[config.mk]
export PLATFORM = sky130hd
export DESIGN_NAME = riscv_v_exe_sequencer
export DESIGN_NICKNAME = d
export VERILOG_FILES = /design/src/rtl/riscv_v_exe_sequencer.sv
export SDC_FILE = /design/constraint.sdc
export NUM_CORES = 1
export LEC_CHECK = 0
export ABC_AREA = 1
export ABC_CLOCK_PERIOD_IN_PS = 6000
export CAP_MARGIN = 20
export CORE_ASPECT_RATIO = 0.9
export CORE_MARGIN = 1
export CORE_UTILIZATION = 35
export DETAILED_ROUTE_END_ITERATION = 8
export GPL_ROUTABILITY_DRIVEN = 0
export PLACE_DENSITY = 0.59
export SETUP_SLACK_MARGIN = 0.3
export SLEW_MARGIN = 20
export SYNTH_ARGS = -nofsm -noshare
export SYNTH_HDL_FRONTEND = slang
export SYNTH_SLANG_ARGS = --single-unit
[constraint.sdc]
create_clock -name clk -period 6 [get_ports clk]
set_input_delay 0.6 -clock clk [delete_from_list [all_inputs] [get_ports clk]]
set_output_delay 0.6 -clock clk [all_outputs]
set_load 0.05 [all_outputs]
[src/rtl/riscv_v_exe_sequencer.sv]
// Strip-mining sequencer: splits one vector instruction into datapath-width beats with element masks.
// Define RISCV_V_SEQ_PERF_EN to add the perf_beats / perf_stalls counter ports.
module riscv_v_exe_sequencer #(
  parameter int DP_WIDTH    = 128,
  parameter int VL_W        = 8,
  parameter int MAX_BEATS_W = 8
) (
  input  logic                      clk,
  input  logic                      rst,
  input  logic                      in_valid,
  output logic                      in_ready,
  input  logic [2:0]                in_vsew,
  input  logic [VL_W-1:0]           in_vl,
  input  logic [VL_W-1:0]           in_vstart,
  output logic                      beat_valid,
  input  logic                      beat_ready,
  output logic [MAX_BEATS_W-1:0]    beat_idx,
  output logic [VL_W-1:0]           beat_elem_base,
  output logic [DP_WIDTH/8-1:0]     beat_elem_mask,
  output logic [1:0]                beat_sew,
  output logic                      beat_last,
  output logic                      seq_busy,
  output logic                      seq_done,
  output logic                      seq_illegal
`ifdef RISCV_V_SEQ_PERF_EN
  ,
  output logic [31:0]               perf_beats,
  output logic [31:0]               perf_stalls
`endif
);

  localparam int MASK_W = DP_WIDTH / 8;

  localparam logic [1:0] IDLE  = 2'd0;
  localparam logic [1:0] ISSUE = 2'd1;
  localparam logic [1:0] DONE  = 2'd2;

  logic [1:0]             state_reg;
  logic [1:0]             sew_reg;
  logic [VL_W-1:0]        vl_reg;
  logic [VL_W-1:0]        vstart_reg;
  logic [VL_W-1:0]        base_reg;
  logic [MAX_BEATS_W-1:0] idx_reg;
  logic                   illegal_reg;

  logic [VL_W:0]   epb;
  logic [VL_W:0]   base_plus_epb;
  logic [VL_W-1:0] in_epb_m1;
  logic [VL_W-1:0] in_base;
  logic            in_empty;
  logic            last;
  logic            beat_fire;

  assign epb           = (VL_W+1)'(MASK_W >> sew_reg);
  // One extra bit so the final-beat test cannot wrap when vl is near the top of its range.
  assign base_plus_epb = {1'b0, base_reg} + epb;
  assign last          = (base_plus_epb >= {1'b0, vl_reg});

  assign in_epb_m1 = VL_W'(MASK_W >> in_vsew[1:0]) - VL_W'(1);
  assign in_base   = in_vstart & ~in_epb_m1;
  assign in_empty  = (in_vl == '0) || (in_vstart >= in_vl);

  assign beat_fire = (state_reg == ISSUE) && beat_ready;

  always_ff @(posedge clk) begin
    if (rst) begin
      state_reg   <= IDLE;
      sew_reg     <= '0;
      vl_reg      <= '0;
      vstart_reg  <= '0;
      base_reg    <= '0;
      idx_reg     <= '0;
      illegal_reg <= 1'b0;
    end else begin
      illegal_reg <= 1'b0;
      case (state_reg)
        IDLE: begin
          if (in_valid) begin
            if (in_vsew[2]) begin
              illegal_reg <= 1'b1;
            end else if (in_empty) begin
              state_reg <= DONE;
            end else begin
              sew_reg    <= in_vsew[1:0];
              vl_reg     <= in_vl;
              vstart_reg <= in_vstart;
              base_reg   <= in_base;
              idx_reg    <= '0;
              state_reg  <= ISSUE;
            end
          end
        end
        ISSUE: begin
          if (beat_fire) begin
            if (last) begin
              state_reg <= DONE;
            end else begin
              base_reg <= base_plus_epb[VL_W-1:0];
              if (idx_reg != '1) idx_reg <= idx_reg + MAX_BEATS_W'(1);
            end
          end
        end
        DONE:    state_reg <= IDLE;
        default: state_reg <= IDLE;
      endcase
    end
  end

  assign in_ready       = (state_reg == IDLE);
  assign beat_valid     = (state_reg == ISSUE);
  assign seq_busy       = (state_reg == ISSUE);
  assign seq_done       = (state_reg == DONE);
  assign seq_illegal    = illegal_reg;
  assign beat_idx       = idx_reg;
  assign beat_elem_base = base_reg;
  assign beat_sew       = sew_reg;
  assign beat_last      = beat_valid && last;

  // Lane gi is live when its element lies in [vstart, vl) and the lane exists at this SEW.
  genvar gi;
  generate
    for (gi = 0; gi < MASK_W; gi++) begin : g_mask
      logic [31:0] elem;
      assign elem = 32'(base_reg) + 32'(gi);
      assign beat_elem_mask[gi] = beat_valid && (32'(gi) < 32'(epb)) &&
                                  (elem >= 32'(vstart_reg)) && (elem < 32'(vl_reg));
    end
  endgenerate

`ifdef RISCV_V_SEQ_PERF_EN
  always_ff @(posedge clk) begin
    if (rst) begin
      perf_beats  <= '0;
      perf_stalls <= '0;
    end else begin
      if (beat_fire) perf_beats <= perf_beats + 32'd1;
      if (beat_valid && !beat_ready) perf_stalls <= perf_stalls + 32'd1;
    end
  end
`endif

endmodule

==> metrics.md, run 1 <==
| Metric | Value |
|---|---|
| CTS tree | `done` |
| DRC Markers | `0` |
| Bufs on Longest Clock Path | `2` |
| Drt via density | `5.11` |
| Startpoint types | `flop` |
| Vias | `around 7,200` |
| Cells after Synth | `between 1,000 and 1,500` |
| Cts hold-fix bufs | `0` |
| Fraction of layout cells with a size suffix above 1 | `0.0330` |
| Syn Std Cell Area | `7410 sq um` |
| Fraction of registers with async set/reset | `0` |
| Wire per inst | `about 16 um` |
| Layout Skew | `0.00457 ns` |
| Fill cells | `~2,200` |
| Hold_sp | `vl_reg[7]` |
| Total Wirelength | `around 23 mm` |
| Die area | `21,800 sq um` |
| Crit path largest cell delay | `0.84 ns` |
| Antenna violations before repair | `0` |
| CP arrival | `about 4.4 ns` |
| Die Span Y | `around 140 um` |
| Yosys Warn Count | `0` |
| Worst EP required | `between 5 and 6 ns` |
| Global Route Usage Sum | `0.214` |
| HPWL Detailed | `around 18 mm` |
| Pre-antenna DRT Iters | `5` |
| Final cycle utilization of the critical path | `0.825` |
| Hold_ws | `around 0.46 ns` |
| Post-CTS Setup Inserts | `0` |
| RR Endpoint | `beat_elem_base[1]` |
| R2R depth | `16` |
| Crit path from | `beat_elem_base[2]` |
| # rows | `50` |
| Root Buffer | `clkbuf_16` |
| Max cap viols | `0` |
| Register area | `between 700 and 800 sq um` |
| CTS resizes | `0` |
| H-tree lvl count | `2` |
| Status | `finished, final reports clean` |
| Fmax | `about 200 MHz` |
| # clock sinks | `36` |
| Final hold vios | `0` |
| Hold depth | `2` |
| Initial drt markers | `a little under 500` |
| P&R area growth vs syn | `14.4%` |
| Max VDD drop | `0.000162 V` |
| Crit path cell chain | `inv_1, ha_1, o21ai_0, nand2_1, xor2_1, ha_1, nand4_1, nor3_1, nand2_1, o2111ai_1, nor3_1, clkdlybuf4s50_1` |
| Clock Latency Late Sink | `roughly 0.28 ns` |
| Leakage | `about 4.3 nW` |
| Slowest cell on crit path | `clkdlybuf4s50_1` |
| CP Max Fanout | `16` |
| First-pass GRT wire length | `36.7 mm` |
| Synth unique cells | `48` |
| Post-route setup TNS | `0 ns` |
| Final Net Count | `roughly 1,400` |
| RSZ-0062 raised after global routing | `false` |
| Slew HR | `0.304` |
| Core Region | `just over 20,000 sq um` |
| Largest net degree at the start of global routing | `38` |
| Min cycle time layout | `a little under 5 ns` |
| Capture point of the worst path | `beat_elem_mask[14]` |
| Worst Tran Pin Value | `between 1 and 1.5 ns` |
| Mean Syn Cell Area | `between 6 and 7 sq um` |
| PortBufs | `61` |
| Final ANT Viol Nets | `0` |
| Worst Setup End Kind | `output pin` |
| Seq/Total Area, Yosys | `0.0972` |
| Most common cell after layout, fill and taps aside | `ha_1` |
| CP Class | `flop to output pin` |
| Pwr dens | `~280 nW/um^2` |
| Starting Density | `0.357` |
| Clock slew at reported path FFs | `roughly 0.06 ns` |
| Vias in the first global route | `roughly 6,800` |
| Synth Flop Type | `dfxtp_1` |
| #FFs+latches synth | `36` |
| Most frequent cells in the layout | `ha_1, nand2_1, inv_1, a21oi_1, nor2_1` |
| # setup viols final | `0` |
| N_diodes | `0` |
| Fin. max-slew vios | `0` |
| FF-to-FF Start | `beat_elem_base[2]` |
| Multi-input logic area | `between 6000 and 7000 sq um` |
| Io pins | `63` |
| Cts bufs inserted | `5` |
| Setup slack, reg-to-reg | `around 2.1 ns` |
| Min-delay worst type | `flop to flop` |
| Die X | `~160 um` |
| Post-synthesis net count | `between 1,000 and 1,500` |
| Post-synth EDFFs | `0` |
| Overflow after GRT | `0` |
cell type report:
| type | count | area share |
|---|---|---|
| clock buffer | 5 | 0.0148 |
| clock inverter | 3 | 0.00502 |
| inverter | 139 | 0.0615 |
| multi-input combinational | 871 | 0.713 |
| sequential | 36 | 0.0850 |
| tap | 286 | 0.0422 |
| timing repair buffer | 68 | 0.0782 |
cell usage after synthesis (5+ instances only):
library cell / count / area [sq um]
o21ai_0: 78 / 390
a21oi_1: 112 / 561
buf_2: 6 / 30.0
inv_1: 135 / 507
nor3_1: 23 / 115
a21o_1: 9 / 67.6
xnor2_1: 5 / 43.8
nor2_1: 87 / 327
nand2_1: 188 / 706
and3_1: 5 / 31.3
nand3b_1: 5 / 37.5
ha_1: 213 / 2670
nand4_1: 25 / 156
dfxtp_1: 36 / 721
xor2_1: 37 / 324
o31ai_1: 5 / 37.5
a21boi_0: 5 / 37.5
buf_4: 6 / 45.0
o21bai_1: 7 / 52.6
nand3_1: 22 / 110
clkbuf_1: 8 / 30.0
where the power goes:
| part | internal (mW) | switching, mW |
|---|---|---|
| registers | 0.268 | 0.0501 |
| logic | 0.685 | 1.07 |
| clock network | 0.195 | 0.105 |
| total | 1.15 | 1.23 |
per-layer routing:
| layer | GRT usage | part of all wire | vias up |
|---|---|---|---|
| met4 | 0.0475 | 0.017 | 0 |
| met1 | 0.291 | 0.49 | 3254 |
| met2 | 0.360 | 0.45 | 154 |
| met3 | 0.0232 | 0.044 | 22 |
| met5 | 0 | 0 | - |
| li1 | - | - | 3758 |
worst min path at each step:
stage,endpoint,slack (ns)
5_1_grt,vl_reg[7],0.49
6_report,vl_reg[7],0.46
3_5_place_dp,vl_reg[7],0.45
2_1_floorplan,vstart_reg[0],0.47
4_1_cts,vl_reg[7],0.46
3_3_place_gp,vl_reg[7],0.45
critical path: cells and delay by family, from the launching register on:
family | cells | cell delay (ns)
buf+inv | 2 | 1.29
fa+ha+maj | 2 | 0.67
flops | 1 | 0.66
compound gates | 2 | 0.56
simple gates | 5 | 0.55
xor+xnor | 1 | 0.35
cells by family after synthesis:
kind of cell / synth area share
multiplexers: 0.00709
other: 0.000506
adder cells (fa/ha/maj): 0.362
buffers and inverters: 0.0866
XOR/XNOR: 0.0496
AND/OR/NAND/NOR: 0.220
AO/OA/AOI/OAI: 0.177
flip-flops: 0.0972
through the flow:
| step | util | instance area [sq um] | total power, mW | worst slack [ns] | cells |
|---|---|---|---|---|---|
| 2_1_floorplan | - | 7410 | 1.62 | 1.44 | 1068 |
| 3_3_place_gp | 0.400 | 8310 | 2.02 | 1.49 | 1400 |
| 3_5_place_dp | 0.400 | 8310 | 2.06 | 1.39 | 1400 |
| 4_1_cts | 0.408 | 8480 | 2.37 | 1.05 | 1408 |
| 5_1_grt | 0.408 | 8480 | 2.65 | 0.789 | 1408 |
| 6_report | 0.408 | 8480 | 2.38 | 1.05 | 1408 |
(Power assumes the default switching activity.)
==> inputs of run 2 (changes only) <==
--- a/config.mk
+++ b/config.mk
@@ -6,14 +6,14 @@
 export NUM_CORES = 1
 export LEC_CHECK = 0
 export ABC_AREA = 1
-export ABC_CLOCK_PERIOD_IN_PS = 6000
+export ABC_CLOCK_PERIOD_IN_PS = 4300
 export CAP_MARGIN = 20
 export CORE_ASPECT_RATIO = 0.9
 export CORE_MARGIN = 1
 export CORE_UTILIZATION = 35
 export DETAILED_ROUTE_END_ITERATION = 8
 export GPL_ROUTABILITY_DRIVEN = 0
-export PLACE_DENSITY = 0.59
+export PLACE_DENSITY = 0.61
 export SETUP_SLACK_MARGIN = 0.3
 export SLEW_MARGIN = 20
 export SYNTH_ARGS = -nofsm -noshare
==> constraint.sdc (replaced) <==
create_clock -name clk -period 4.3 [get_ports clk]
set_input_delay 0.43 -clock clk [delete_from_list [all_inputs] [get_ports clk]]
set_output_delay 0.43 -clock clk [all_outputs]
set_load 0.05 [all_outputs]
==> metrics.md, run 2 (synthesis gave the netlist of run 1 again) <==
| Metric | Value |
|---|---|
| Min-delay worst type | `flop to flop` |
| Io pins | `between 60 and 70` |
| # rows | `50` |
| DRC Markers | `0` |
| Hold_ws | `about 0.53 ns` |
| RSZ-0062 raised after global routing | `true` |
| Startpoint types | `flop` |
| First-pass GRT wire length | `around 36 mm` |
| Clock Latency Late Sink | `0.28 ns` |
| Max cap viols | `0` |
| Hold endpoint | `beat_elem_base[1]` |
| Hold_sp | `beat_elem_base[1]` |
| Die Span Y | `140 um` |
| Final hold vios | `0` |
| Slowest cell on crit path | `dfxtp_1` |
| Worst Setup End Kind | `output pin` |
| Worst slack at placement | `between 0.7 and 0.8 ns` |
| Multi-input logic area | `about 6000 sq um` |
| Overflow after GRT | `0` |
| CTS tree | `done` |
| Setup slack, reg-to-reg | `1.03 ns` |
| Wire per inst | `about 16 um` |
| # setup viols final | `0` |
| R2R depth | `17` |
| Hold depth | `2` |
| Fin. max-slew vios | `0` |
| Die X | `approximately 160 um` |
| Root Buffer | `clkbuf_16` |
| Register area | `between 700 and 800 sq um` |
| Worst EP required | `between 3 and 4 ns` |
| Clock slew at reported path FFs | `around 0.060 ns` |
| Fill cells | `around 2,200` |
| # clock sinks | `36` |
| Max VDD drop | `0.000246 V` |
| Post-route setup TNS | `0 ns` |
| Layout Skew | `a little over 0.006 ns` |
| H-tree lvl count | `2` |
| Most common cell after layout, fill and taps aside | `ha_1` |
| Final core utilization | `0.416` |
| N_diodes | `0` |
| Setup WS post-layout | `approximately 0.60 ns` |
| Vias in the first global route | `around 6,700` |
| Total Wirelength | `approximately 23 mm` |
| Worst path bufs/invs | `3` |
| Most frequent cells in the layout | `ha_1, nand2_1, inv_1, a21oi_1, nor2_1` |
| Crit path largest cell delay | `roughly 0.44 ns` |
| RR Endpoint | `beat_elem_base[1]` |
| Cts hold-fix bufs | `0` |
| Status | `finished, final reports clean` |
| Worst Tran Pin Value | `0.947 ns` |
| Starting Density | `0.357` |
| PortBufs | `roughly 60` |
| Largest net degree at the start of global routing | `38` |
| Initial drt markers | `about 390` |
| CP arrival | `roughly 3.3 ns` |
| Slew HR | `0.368` |
| Fmax | `~270 MHz` |
| Die area | `around 22,000 sq um` |
| Leakage | `4.44 nW` |
| Pre-antenna DRT Iters | `7` |
| Vias | `slightly above 7,000` |
| Drt via density | `5.10` |
| Cts bufs inserted | `5` |
| CP delay by family, top | `simple AND/OR/NAND/NOR gates` |
| Fraction of layout cells with a size suffix above 1 | `0.0601` |
| HPWL Detailed | `~19 mm` |
| Antenna violations before repair | `0` |
| CP Class | `flop to output pin` |
| Min cycle time layout | `3.70 ns` |
| Global Route Usage Sum | `0.211` |
| P&R area growth vs syn | `16.7%` |
| FF-to-FF Start | `beat_elem_base[3]` |
| Crit path cell chain | `inv_1, ha_1, inv_1, o21ai_1, nand2_1, xor2_1, ha_1, nand2_1, nor4_1, nor3_1, a21boi_0, nor3_2, buf_12` |
| CP Max Fanout | `9` |
| Bufs on Longest Clock Path | `2` |
| Final Net Count | `1,369` |
| Crit path depth | `13` |
| Core Region | `between 20,000 and 25,000 sq um` |
| Final ANT Viol Nets | `0` |
| Post-CTS Setup Inserts | `0` |
| Pwr dens | `between 300 and 400 nW/um^2` |
| Final cycle utilization of the critical path | `0.861` |
==> run 2: per-stage QoR <==
stage / power (mW) / instances / instance area (sq um)
2_1_floorplan: 2.27 / 1068 / 7420
3_3_place_gp: 2.88 / 1411 / 8480
3_5_place_dp: 2.91 / 1411 / 8480
4_1_cts: 3.31 / 1418 / 8640
5_1_grt: 3.69 / 1418 / 8650
6_report: 3.32 / 1418 / 8650
==> run 2: worst max-delay path by stage <==
stage | startpoint | endpoint | slack, ns
detailed placement | beat_elem_base[3] | beat_elem_mask[13] | 0.77
floorplan | beat_elem_base[2] | beat_elem_mask[14] | 0.32
global route | beat_elem_base[3] | beat_elem_mask[13] | 0.29
CTS | beat_elem_base[3] | beat_elem_mask[13] | 0.46
finish | beat_elem_base[3] | beat_elem_mask[13] | 0.60
global placement | beat_elem_base[3] | beat_elem_mask[13] | 0.73
==> run 2: cell type report <==
| type | count | area share |
|---|---|---|
| inverter | 139 | 0.0603 |
| sequential | 36 | 0.0833 |
| clock buffer | 7 | 0.0177 |
| tap | 286 | 0.0414 |
| multi-input combinational | 871 | 0.702 |
| timing repair buffer | 79 | 0.0949 |
==> run 2: repair_timing <==
| item | CTS | global route |
|---|---|---|
| gates resized for setup | 0 | 5 |
| setup endpoints to repair | 0 | 5 |
| hold endpoints to repair | 0 | 0 |
==> run 2: power by group <==
group	total (mW)	switching (mW)	leakage, nW	internal (mW)
sequential	0.429	0.0550	0.295	0.374
combinational	2.51	1.53	4.06	0.984
clock	0.381	0.137	0.0760	0.243
==> run 2: tightest hold or removal path, cell delays in order, from the launching register on <==
cell and delay (ns):
dfxtp_1 0.32, nor2_1 0.11, nor2_1 0.05
==> run 2: metal layers <==
layer / GRT usage / share of wire
met5: 0 / 0
met4: 0.0475 / 0.017
met3: 0.0183 / 0.037
met2: 0.353 / 0.45
met1: 0.293 / 0.49
